$ cat src/rtl/n4_sar_controller.sv
`default_nettype none
// ============================================================================
// Module   : n4_sar_controller
// Purpose  : 4-bit successive-approximation controller. It drives a trial
//            value into an external combinational comparator and resolves the
//            unknown operand one bit per cycle, MSB first, from the returned
//            eq/gr/lr flags.
// Ports    : clock    - single clock, rising edge
//            reset_   - synchronous active-low reset
//            start    - request a new search (sampled only in IDLE)
//            flag_eq  - comparator: x == y3_y0
//            flag_gr  - comparator: x >  y3_y0
//            flag_lr  - comparator: x <  y3_y0
//            y3_y0    - registered trial value to the comparator
//            r3_r0    - resolved value, valid with done, held until next start
//            busy     - high while testing bits
//            done     - one-cycle completion pulse
//            err      - illegal/inconsistent flags seen, held until next start
// Revision : 1.0 - initial release
// ============================================================================
module n4_sar_controller (
  input  logic       clock,
  input  logic       reset_,
  input  logic       start,
  input  logic       flag_eq,
  input  logic       flag_gr,
  input  logic       flag_lr,
  output logic [3:0] y3_y0,
  output logic [3:0] r3_r0,
  output logic       busy,
  output logic       done,
  output logic       err
);

  typedef enum logic [1:0] {
    IDLE = 2'd0,
    TEST = 2'd1,
    DONE = 2'd2
  } state_t;

  state_t     state, state_nxt;
  logic [1:0] k, k_nxt;
  logic [3:0] y_nxt;
  logic [3:0] r_nxt;
  logic       err_nxt;

  logic [2:0] flags;
  logic [3:0] bit_k;      // bit currently under test
  logic [3:0] bit_below;  // next bit to try (only meaningful when k > 0)
  logic [3:0] prefix;     // trial value with the tested bit cleared

  assign flags     = {flag_eq, flag_gr, flag_lr};
  assign bit_k     = 4'b0001 << k;
  assign bit_below = 4'b0001 << (k - 2'd1);
  assign prefix    = y3_y0 & ~bit_k;

  // Status outputs come straight from the state register.
  assign busy = (state == TEST);
  assign done = (state == DONE);

  always_ff @(posedge clock) begin
    if (!reset_) begin
      state <= IDLE;
      k     <= 2'd3;
      y3_y0 <= 4'b0000;
      r3_r0 <= 4'b0000;
      err   <= 1'b0;
    end else begin
      state <= state_nxt;
      k     <= k_nxt;
      y3_y0 <= y_nxt;
      r3_r0 <= r_nxt;
      err   <= err_nxt;
    end
  end

  always_comb begin
    state_nxt = state;
    k_nxt     = k;
    y_nxt     = y3_y0;
    r_nxt     = r3_r0;
    err_nxt   = err;

    unique case (state)
      IDLE: begin
        if (start) begin
          state_nxt = TEST;
          k_nxt     = 2'd3;
          y_nxt     = 4'b1000;
          r_nxt     = 4'b0000;
          err_nxt   = 1'b0;
        end
      end

      TEST: begin
        unique case (flags)
          3'b100: begin
            // Exact match: no further bits need testing.
            r_nxt     = y3_y0;
            state_nxt = DONE;
          end
          3'b010: begin
            if (k != 2'd0) begin
              y_nxt = y3_y0 | bit_below;
              k_nxt = k - 2'd1;
            end else begin
              // x above the all-ones-below trial contradicts earlier eq miss.
              err_nxt   = 1'b1;
              r_nxt     = y3_y0;
              state_nxt = DONE;
            end
          end
          3'b001: begin
            if (k != 2'd0) begin
              y_nxt = prefix | bit_below;
              k_nxt = k - 2'd1;
            end else begin
              r_nxt     = prefix;
              state_nxt = DONE;
            end
          end
          default: begin
            // None set, or more than one set.
            err_nxt   = 1'b1;
            r_nxt     = y3_y0;
            state_nxt = DONE;
          end
        endcase
      end

      DONE: begin
        state_nxt = IDLE;
      end

      default: begin
        state_nxt = IDLE;
      end
    endcase
  end

endmodule
`default_nettype wire

$ cat config.mk
export PLATFORM = sky130hd
export DESIGN_NAME = n4_sar_controller
export DESIGN_NICKNAME = d
export VERILOG_FILES = /design/src/rtl/n4_sar_controller.sv
export SDC_FILE = /design/constraint.sdc
export NUM_CORES = 1
export LEC_CHECK = 0
export ABC_AREA = 1
export ABC_CLOCK_PERIOD_IN_PS = 1300
export CORE_UTILIZATION = 44
export CTS_CLUSTER_SIZE = 20
export DETAILED_ROUTE_END_ITERATION = 12
export GPL_TIMING_DRIVEN = 0
export PLACE_DENSITY = 0.73
export REMOVE_ABC_BUFFERS = 1
export SYNTH_ARGS = -nofsm -noshare
export SYNTH_HDL_FRONTEND = slang
export SYNTH_SLANG_ARGS = --single-unit
$ cat constraint.sdc
create_clock -name clock -period 1.3 [get_ports clock]
set_input_delay 0.26 -clock clock [delete_from_list [all_inputs] [get_ports clock]]
set_output_delay 0.26 -clock clock [all_outputs]
set_load 0.005 [all_outputs]
==> impl_metrics.py, run 1 <==
metrics = {
    "timing": {
        "final.setup.worst_slack_ps": 60.2,
        "fin_crit_sh_pct": 95.4,
        "fmax_mhz": 807,
        "hold_viol": 0,
        "period_needed_ps": 1240,
        "relSlewSlack_pct": 67.2,
        "tightest_slew_ps": 491,
        "setup_viol": 0,
        "finalMaxSlewViolations": 0,
        "skew_ps": 8.74,
    },
    "place": {
        "gp_congestion": 0.812,
        "place_ws_ps": -316,
        "place_inst": 148,
        "dpl_cell_area_um2": 1000,
        "dp_hpwl_um": 1260,
        "placement.io_buffers": 16,
    },
    "drt": {
        "wl_met2_um": 882,
        "drc": 0,
        "wl_per_cell_um": 11.2,
        "antenna_left": 0,
        "topRoutingLayerUsed": "met4",
        "vias": 775,
        "wl_met3_um": 46,
        "totalWireLength_um": 1790,
        "first_pass_iters": 4,
        "vias_per_cell": 4.84,
        "drt_iter0_markers": 10,
        "wl_met1_um": 830,
    },
    "synth": {
        "synth_seq_cells": 13,
        "yosysTopAreaCellShare_pct": 31.6,
        "ys_seq_area_share_pct": 31.6,
        "async_reset_ff_share_pct": 0,
        "synth_warnings": 0,
        "syn_area_per_cell_um2": 7.62,
        "synth_top_cell_by_area": "dfxtp_1",
        "synth-edff-count": 0,
        "syn_inst": 108,
        "synthTopCellsByCount": "nand2_1 (25), nor2_1 (14), dfxtp_1 (13)",
        "post_synth_num_cell_types": 24,
        "synth_top_flop_cell": "dfxtp_1",
        "synth.area.top_cells": "dfxtp_1 (32%), nand2_1 (11%), ha_1 (7.6%), nor2_1 (6.4%), nand3_1 (4.3%)",
        "syn_area_um2": 823,
        "yosysMostFrequentCell": "nand2_1",
    },
    "global_routing": {
        "grt_pass1_wl_um": 3050,
        "antenna_found_initial": 0,
        "first_global_vias": 679,
        "grt_usage_pct": 20.8,
        "grt-ovfl-total": 0,
        "grt_max_degree": 12,
    },
    "critical_path": {
        "worst-path-max-fanout": 10,
        "worstPathRequired_ps": 1490,
        "start_kind": "flop",
        "worstPathArrival_ps": 1430,
        "path_class": "flop to flop",
        "endpoint_kind": "flop",
    },
    "pwr": {
        "irDropWorstVdd_mv": 0.598,
        "total_power_mw": 1.06,
        "powerDensity_nw_per_um2": 950,
        "p_leak_nw": 0.549,
    },
    "status": {
        "status": "completed",
    },
    "final_layout": {
        "drive_gt1_share_pct": 40.7,
        "fin_nets": 147,
        "antenna_cells": 0,
        "final_cells": 160,
        "fin_area_um2": 1110,
        "syn_to_final_growth_pct": 35.3,
    },
    "floorplanning": {
        "num_rows": 15,
        "fp.dieW_um": 45.3,
        "die_h_um": 45.3,
        "start_util_pct": 47.2,
        "coreArea_um2": 1750,
        "num_io_pins": 17,
        "die-area_um2": 2050,
    },
    "clocking": {
        "htreeDepth": 1,
        "cts_hold_buf": 0,
        "ctsLongestPathBuffers": 2,
        "clkTransAtPathRegs_ps": 90,
        "ctsRootBufferMaster": "clkbuf_4",
        "cts_buffers": 3,
        "clkSinkCount": 13,
        "clkLatencyLatePin_ps": 280,
        "cts_tree": "yes",
    },
    "min_path": {
        "hp-class": "flop to flop",
    },
    "job": {
        "cap_viol_max_count": 0,
    },
}
-- state kept, by name (all words and copies together) (netlist names) --
name,cells
state,2
y3_y0,4
err,1
k,2
r3_r0,4
-- power breakdown --
group	internal, mW	switching, mW
combinational	0.147	0.186
clock	0.119	0.145
sequential	0.441	0.0199
total	0.707	0.350
-- placed cells by master, fill, tap and decap left out, drive strengths merged --
cell            n
nand2          31
nor2           20
dfxtp          13
inv            13
dlygate4sd2    11
nand3           9
buf             8
clkbuf          6
ha              5
a21oi           5
o21ai           5
nand3b          3
nand4           2
clkdlybuf4s50   2
o211ai          1
dlymetal6s2s    1
-- routing by layer --
layer | GRT usage (%) | vias up
li1 | - | 399
met3 | 5.20 | 4
met5 | 0 | -
met4 | 6.67 | 0
met2 | 33.3 | 14
met1 | 27.4 | 358
-- worst paths after layout --
kind         cells after the start  slack (ps)       end  startpoint
max                              8          60  y3_y0[3]        k[0]
min                              2         450       err         err
max reg2reg                      8          60  y3_y0[3]        k[0]
min reg2reg                      2         450       err         err
-- worst max-delay path, cell delays in order (launching register included) --
cell and delay (ps):
dfxtp_2 350, inv_2 60, ha_1 220, nor2_4 130, nand2_4 90, nand2_8 120, inv_4 40, nor2_2 80
nor2_2 40
-- kinds of logic (layout without fill, tap and decap cells) --
logic type	count (synthesis)	after routing	synth area share (%)
adders and majority gates	5	5	7.60
and+or+nand+nor	65	65	42.6
DFF	13	13	31.6
AOI/OAI and AO/OA	11	11	10.3
buffers and inverters	14	41	7.90
-- per-stage QoR --
stage	TNS (ps)	hold WS (ps)	utilization, %
CTS	0	448	63.1
detailed placement	-3340	442	57.3
finish	0	447	63.8
global placement	-3070	436	57.3
global route	-24.4	474	63.8
floorplan	0	335	-
-- cell type report --
type / instances / area [µm²]
Inverter: 13 / 56.3
Timing Repair Buffer: 24 / 203
Tap cell: 25 / 31.3
Fill cell: 159 / 632
Clock buffer: 4 / 26.3
Sequential cell: 13 / 277
Multi-Input combinational cell: 81 / 520
-- what timing repair did --
item,4_1_cts,5_1_grt
pin swaps,2,4
buffers inserted,7,1
setup endpoints to repair,21,10
gates resized for setup,32,8
No activity file was read; power rests on OpenSTA's default activity.
==> run 2: changes to the inputs <==
--- a/config.mk
+++ b/config.mk
@@ -8,9 +8,8 @@
 export ABC_AREA = 1
 export ABC_CLOCK_PERIOD_IN_PS = 1300
 export CORE_UTILIZATION = 44
-export CTS_CLUSTER_SIZE = 20
+export CTS_CLUSTER_SIZE = 25
 export DETAILED_ROUTE_END_ITERATION = 12
-export GPL_TIMING_DRIVEN = 0
 export PLACE_DENSITY = 0.73
 export REMOVE_ABC_BUFFERS = 1
 export SYNTH_ARGS = -nofsm -noshare
==> impl_metrics.py, run 2 (synthesized netlist as in run 1, its figures left out) <==
metrics = {
    "drt": {
        "wl_per_cell_um": 12.3,
        "vias": 832,
        "antenna_left": 0,
        "drc": 0,
        "drt_iter0_markers": 29,
        "vias_per_cell": 4.92,
        "first_pass_iters": 4,
        "totalWireLength_um": 2070,
    },
    "timing": {
        "finalMaxSlewViolations": 0,
        "holdWs_ps": 448,
        "hold_viol": 0,
        "relSlewSlack_pct": 71.7,
        "tightest_slew_ps": 420,
        "setup_viol": 0,
        "period_needed_ps": 1210,
        "fmax_mhz": 826,
        "skew_ps": 3.14,
        "fin_crit_sh_pct": 93.1,
        "rsz0062_at_grt": "no",
    },
    "status": {
        "status": "completed",
    },
    "pwr": {
        "powerDensity_nw_per_um2": 919,
        "p_leak_nw": 0.589,
        "irDropWorstVdd_mv": 0.703,
    },
    "global_routing": {
        "grt-ovfl-total": 0,
        "antenna_found_initial": 0,
        "grt_max_degree": 11,
        "grt_usage_pct": 21.3,
        "first_global_vias": 661,
        "grt_pass1_wl_um": 2970,
    },
    "final_layout": {
        "fin_area_um2": 1190,
        "syn_to_final_growth_pct": 44.4,
        "antenna_cells": 0,
        "drive_gt1_share_pct": 45.1,
        "reg_top3": "r3_r0: 4 flops, y3_y0: 4 flops",
        "fin_nets": 156,
        "layout_commonest_cell": "nand2_1",
        "layout_common_cells": "nand2_1 (24), buf_4 (15), nor2_1 (14), dlygate4sd2_1 (11), dfxtp_2 (11)",
    },
    "clocking": {
        "ctsRootBufferMaster": "clkbuf_4",
        "htreeDepth": 1,
        "clkLatencyLatePin_ps": 280,
        "clkSinkCount": 13,
        "cts_hold_buf": 0,
        "clkTransAtPathRegs_ps": 80,
        "cts_tree": "yes",
        "cts_buffers": 3,
        "ctsLongestPathBuffers": 2,
    },
    "floorplanning": {
        "die_h_um": 45.3,
        "fp.dieW_um": 45.3,
        "num_io_pins": 17,
        "start_util_pct": 47.2,
        "coreArea_um2": 1750,
        "num_rows": 15,
        "die-area_um2": 2050,
    },
    "place": {
        "gp_congestion": 0.841,
        "dp_hpwl_um": 1460,
        "dpl_cell_area_um2": 1080,
        "placement.io_buffers": 16,
    },
    "critical_path": {
        "worstPathArrival_ps": 1390,
        "path_class": "flop to flop",
        "worstPathRequired_ps": 1480,
        "worst-path-max-fanout": 5,
        "start_kind": "flop",
        "reg2reg_depth": 8,
        "endpoint_kind": "flop",
    },
    "min_path": {
        "worstHoldPathCells": 2,
        "hp-class": "flop to flop",
    },
    "job": {
        "cap_viol_max_count": 0,
    },
}
-- run 2: final timing paths --
check / endpoint / slack [ps] / from
worst max register to register: y3_y0[3] / 90 / k[1]
worst min register to register: err / 450 / err
worst min-delay path: err / 450 / err
worst max-delay path: y3_y0[3] / 90 / k[1]
-- run 2: report_power, final --
group | internal, mW | switching (mW) | total, mW
clock network | 0.119 | 0.145 | 0.264
registers | 0.440 | 0.0214 | 0.462
logic | 0.168 | 0.198 | 0.366
-- run 2: per-stage QoR --
stage	worst slack [ps]	util (%)	setup TNS, ps	instances	total power [mW]
after floorplan	59.7	-	0	107	0.656
after global placement	-263	62.1	-2720	159	0.802
after detailed placement	-311	62.1	-3290	159	0.810
after CTS	17.2	65.7	0	168	1.08
after global routing	2.66	68.1	0	169	1.16
final	89.2	68.1	0	169	1.09
-- run 2: per-layer routing --
metal / track usage, % / share of wire [%] / wire length, µm
met3: 4.80 / 5.3 / 110
met1: 26.4 / 43 / 897
met5: 0 / 0 / 0
met2: 34.2 / 49 / 1020
met4: 10.9 / 2.0 / 42
-- run 2: final cells by class --
class | instances | area [µm²]
Multi-Input combinational cell | 82 | 534
Tap cell | 25 | 31.3
Timing Repair Buffer | 32 | 268
Sequential cell | 13 | 278
Fill cell | 150 | 557
Clock buffer | 4 | 26.3
Inverter | 13 | 51.3
-- run 2: critical path, stage by stage (launching register included) --
cell	delay, ps
dfxtp_2	360
inv_2	60
ha_2	180
nor2_4	120
nand2_4	110
nand2_8	110
inv_4	40
nor2_2	80
nor2_2	40
-- run 2: timing repair --
| action | in CTS | in global routing |
|---|---|---|
| pin swaps | 1 | 2 |
| buffers inserted | 5 | 0 |
| endpoints found under the setup margin | 13 | 10 |
| cloned | 0 | 1 |
| gates resized for setup | 25 | 14 |
| hold endpoints to repair | 0 | 0 |
==> run 3: changes to the inputs <==
--- a/config.mk
+++ b/config.mk
@@ -8,10 +8,11 @@
 export ABC_AREA = 1
 export ABC_CLOCK_PERIOD_IN_PS = 1300
 export CORE_UTILIZATION = 44
+export CTS_BUF_LIST = sky130_fd_sc_hd__clkbuf_16
 export CTS_CLUSTER_SIZE = 25
 export DETAILED_ROUTE_END_ITERATION = 12
 export PLACE_DENSITY = 0.73
-export REMOVE_ABC_BUFFERS = 1
+export RECOVER_POWER = 25
 export SYNTH_ARGS = -nofsm -noshare
 export SYNTH_HDL_FRONTEND = slang
 export SYNTH_SLANG_ARGS = --single-unit
==> impl_metrics.py, run 3 (synthesized netlist as in run 1, its figures left out) <==
metrics = {
    "status": {
        "status": "completed",
    },
    "floorplanning": {
        "die-area_um2": 2050,
        "num_io_pins": 17,
        "fp.dieW_um": 45.3,
        "coreArea_um2": 1750,
        "die_h_um": 45.3,
        "start_util_pct": 47.2,
        "num_rows": 15,
    },
    "place": {
        "gp_congestion": 0.793,
        "dp_hpwl_um": 1330,
        "placement.io_buffers": 16,
        "place_ws_ps": -292,
        "dpl_cell_area_um2": 1080,
    },
    "drt": {
        "vias_per_cell": 5.04,
        "antenna_left": 0,
        "totalWireLength_um": 2000,
        "drt_iter0_markers": 20,
        "first_pass_iters": 6,
        "wl_per_cell_um": 12.3,
        "drc": 0,
        "vias": 821,
    },
    "synth": {
        "synth_nets": 119,
    },
    "final_layout": {
        "drive_gt1_share_pct": 37.0,
        "final_core_util_pct": 69.6,
        "reg_top3": "r3_r0: 4 flops, y3_y0: 4 flops",
        "antenna_cells": 0,
        "fin_nets": 150,
        "syn_to_final_growth_pct": 47.6,
        "layout_commonest_cell": "nand2_1",
        "layout_common_cells": "nand2_1 (25), nor2_1 (14), dlygate4sd2_1 (14), buf_4 (9)",
        "fin_area_um2": 1210,
    },
    "clocking": {
        "cts_buffers": 3,
        "ctsLongestPathBuffers": 2,
        "clkSinkCount": 13,
        "ctsRootBufferMaster": "clkbuf_16",
        "clkTransAtPathRegs_ps": 50,
        "htreeDepth": 1,
        "clkLatencyLatePin_ps": 240,
        "cts_tree": "yes",
        "cts_hold_buf": 0,
    },
    "min_path": {
        "hp-class": "flop to flop",
        "hp-start": "err",
    },
    "global_routing": {
        "grt_usage_pct": 22.1,
        "grt-ovfl-total": 0,
        "first_global_vias": 743,
        "antenna_found_initial": 0,
        "grt_pass1_wl_um": 3190,
        "grt_max_degree": 11,
    },
    "critical_path": {
        "crit-reg2reg-launch": "k[0]",
        "worst-path-max-fanout": 5,
        "start_kind": "input pin",
        "endpoint_kind": "flop",
        "worstPathRequired_ps": 1430,
        "path_class": "input pin to flop",
        "worst_setup_path_startpoint": "start",
        "worstPathArrival_ps": 1400,
    },
    "timing": {
        "skew_ps": 3.95,
        "finalMaxSlewViolations": 0,
        "period_needed_ps": 1270,
        "rsz0062_at_grt": "yes",
        "setup_tns_ps": 0,
        "setup_viol": 0,
        "tightest_slew_ps": 461,
        "fin_crit_sh_pct": 97.6,
        "hold_viol": 0,
        "relSlewSlack_pct": 69.2,
        "final.setup.worst_slack_ps": 30.8,
        "fmax_mhz": 788,
    },
    "job": {
        "cap_viol_max_count": 0,
    },
    "pwr": {
        "powerDensity_nw_per_um2": 1160,
        "irDropWorstVdd_mv": 0.645,
        "p_leak_nw": 0.580,
    },
}
run 3: cell count changes in the layout (fill, tap and decap cells not counted), moves of 2 or more:
cell	delta
nand2_8	+2
buf_4	-6
dlygate4sd2_1	+3
nand2_4	-2
clkbuf_4	-3
dfxtp_1	+5
dfxtp_2	-4
clkbuf_16	+3
run 3: layout make-up:
type                            count  area [µm²]
Inverter                           13        51.3
Fill cell                         148         531
Sequential cell                    13         269
Timing Repair Buffer               26         230
Multi-Input combinational cell     82         554
Clock buffer                        3        75.1
Tap cell                           25        31.3
Clock inverter                      1        3.75
run 3: layer usage:
layer | GRT usage (%) | wire (µm) | vias up
met5 | 0 | 0 | -
met3 | 3.60 | 92 | 5
met2 | 39.4 | 1070 | 32
met4 | 10.9 | 40 | 0
li1 | - | - | 406
met1 | 25.2 | 801 | 378
run 3: worst paths after layout:
path | depth (start not counted) | end | slack [ps]
worst max-delay path | 6 | y3_y0[3] | 30
worst min-delay path | 2 | err | 440
worst max register to register | 8 | y3_y0[3] | 60
worst min register to register | 2 | err | 440
run 3: through the flow:
step	instances	hold WS, ps	total power, mW
2_1_floorplan	108	421	0.663
3_3_place_gp	157	432	0.801
3_5_place_dp	157	435	0.809
4_1_cts	163	439	1.40
5_1_grt	163	486	1.48
6_report	163	437	1.40
run 3: what timing repair did:
| action | CTS | global route |
|---|---|---|
| setup endpoints to repair | 15 | 9 |
| pin swaps | 2 | 1 |
| gates resized for setup | 22 | 8 |
| gates cloned | 1 | 0 |
| buffers inserted | 1 | 0 |
run 3: worst max-delay path: stages:
cell and delay, ps:
clkdlybuf4s50_1 480, nand2_1 280, nand2_8 200, inv_4 40, nor2_2 80, nor2_2 50
run 3: power breakdown:
group,switching [mW],internal (mW)
combinational,0.198,0.159
sequential,0.0250,0.440
clock,0.177,0.406
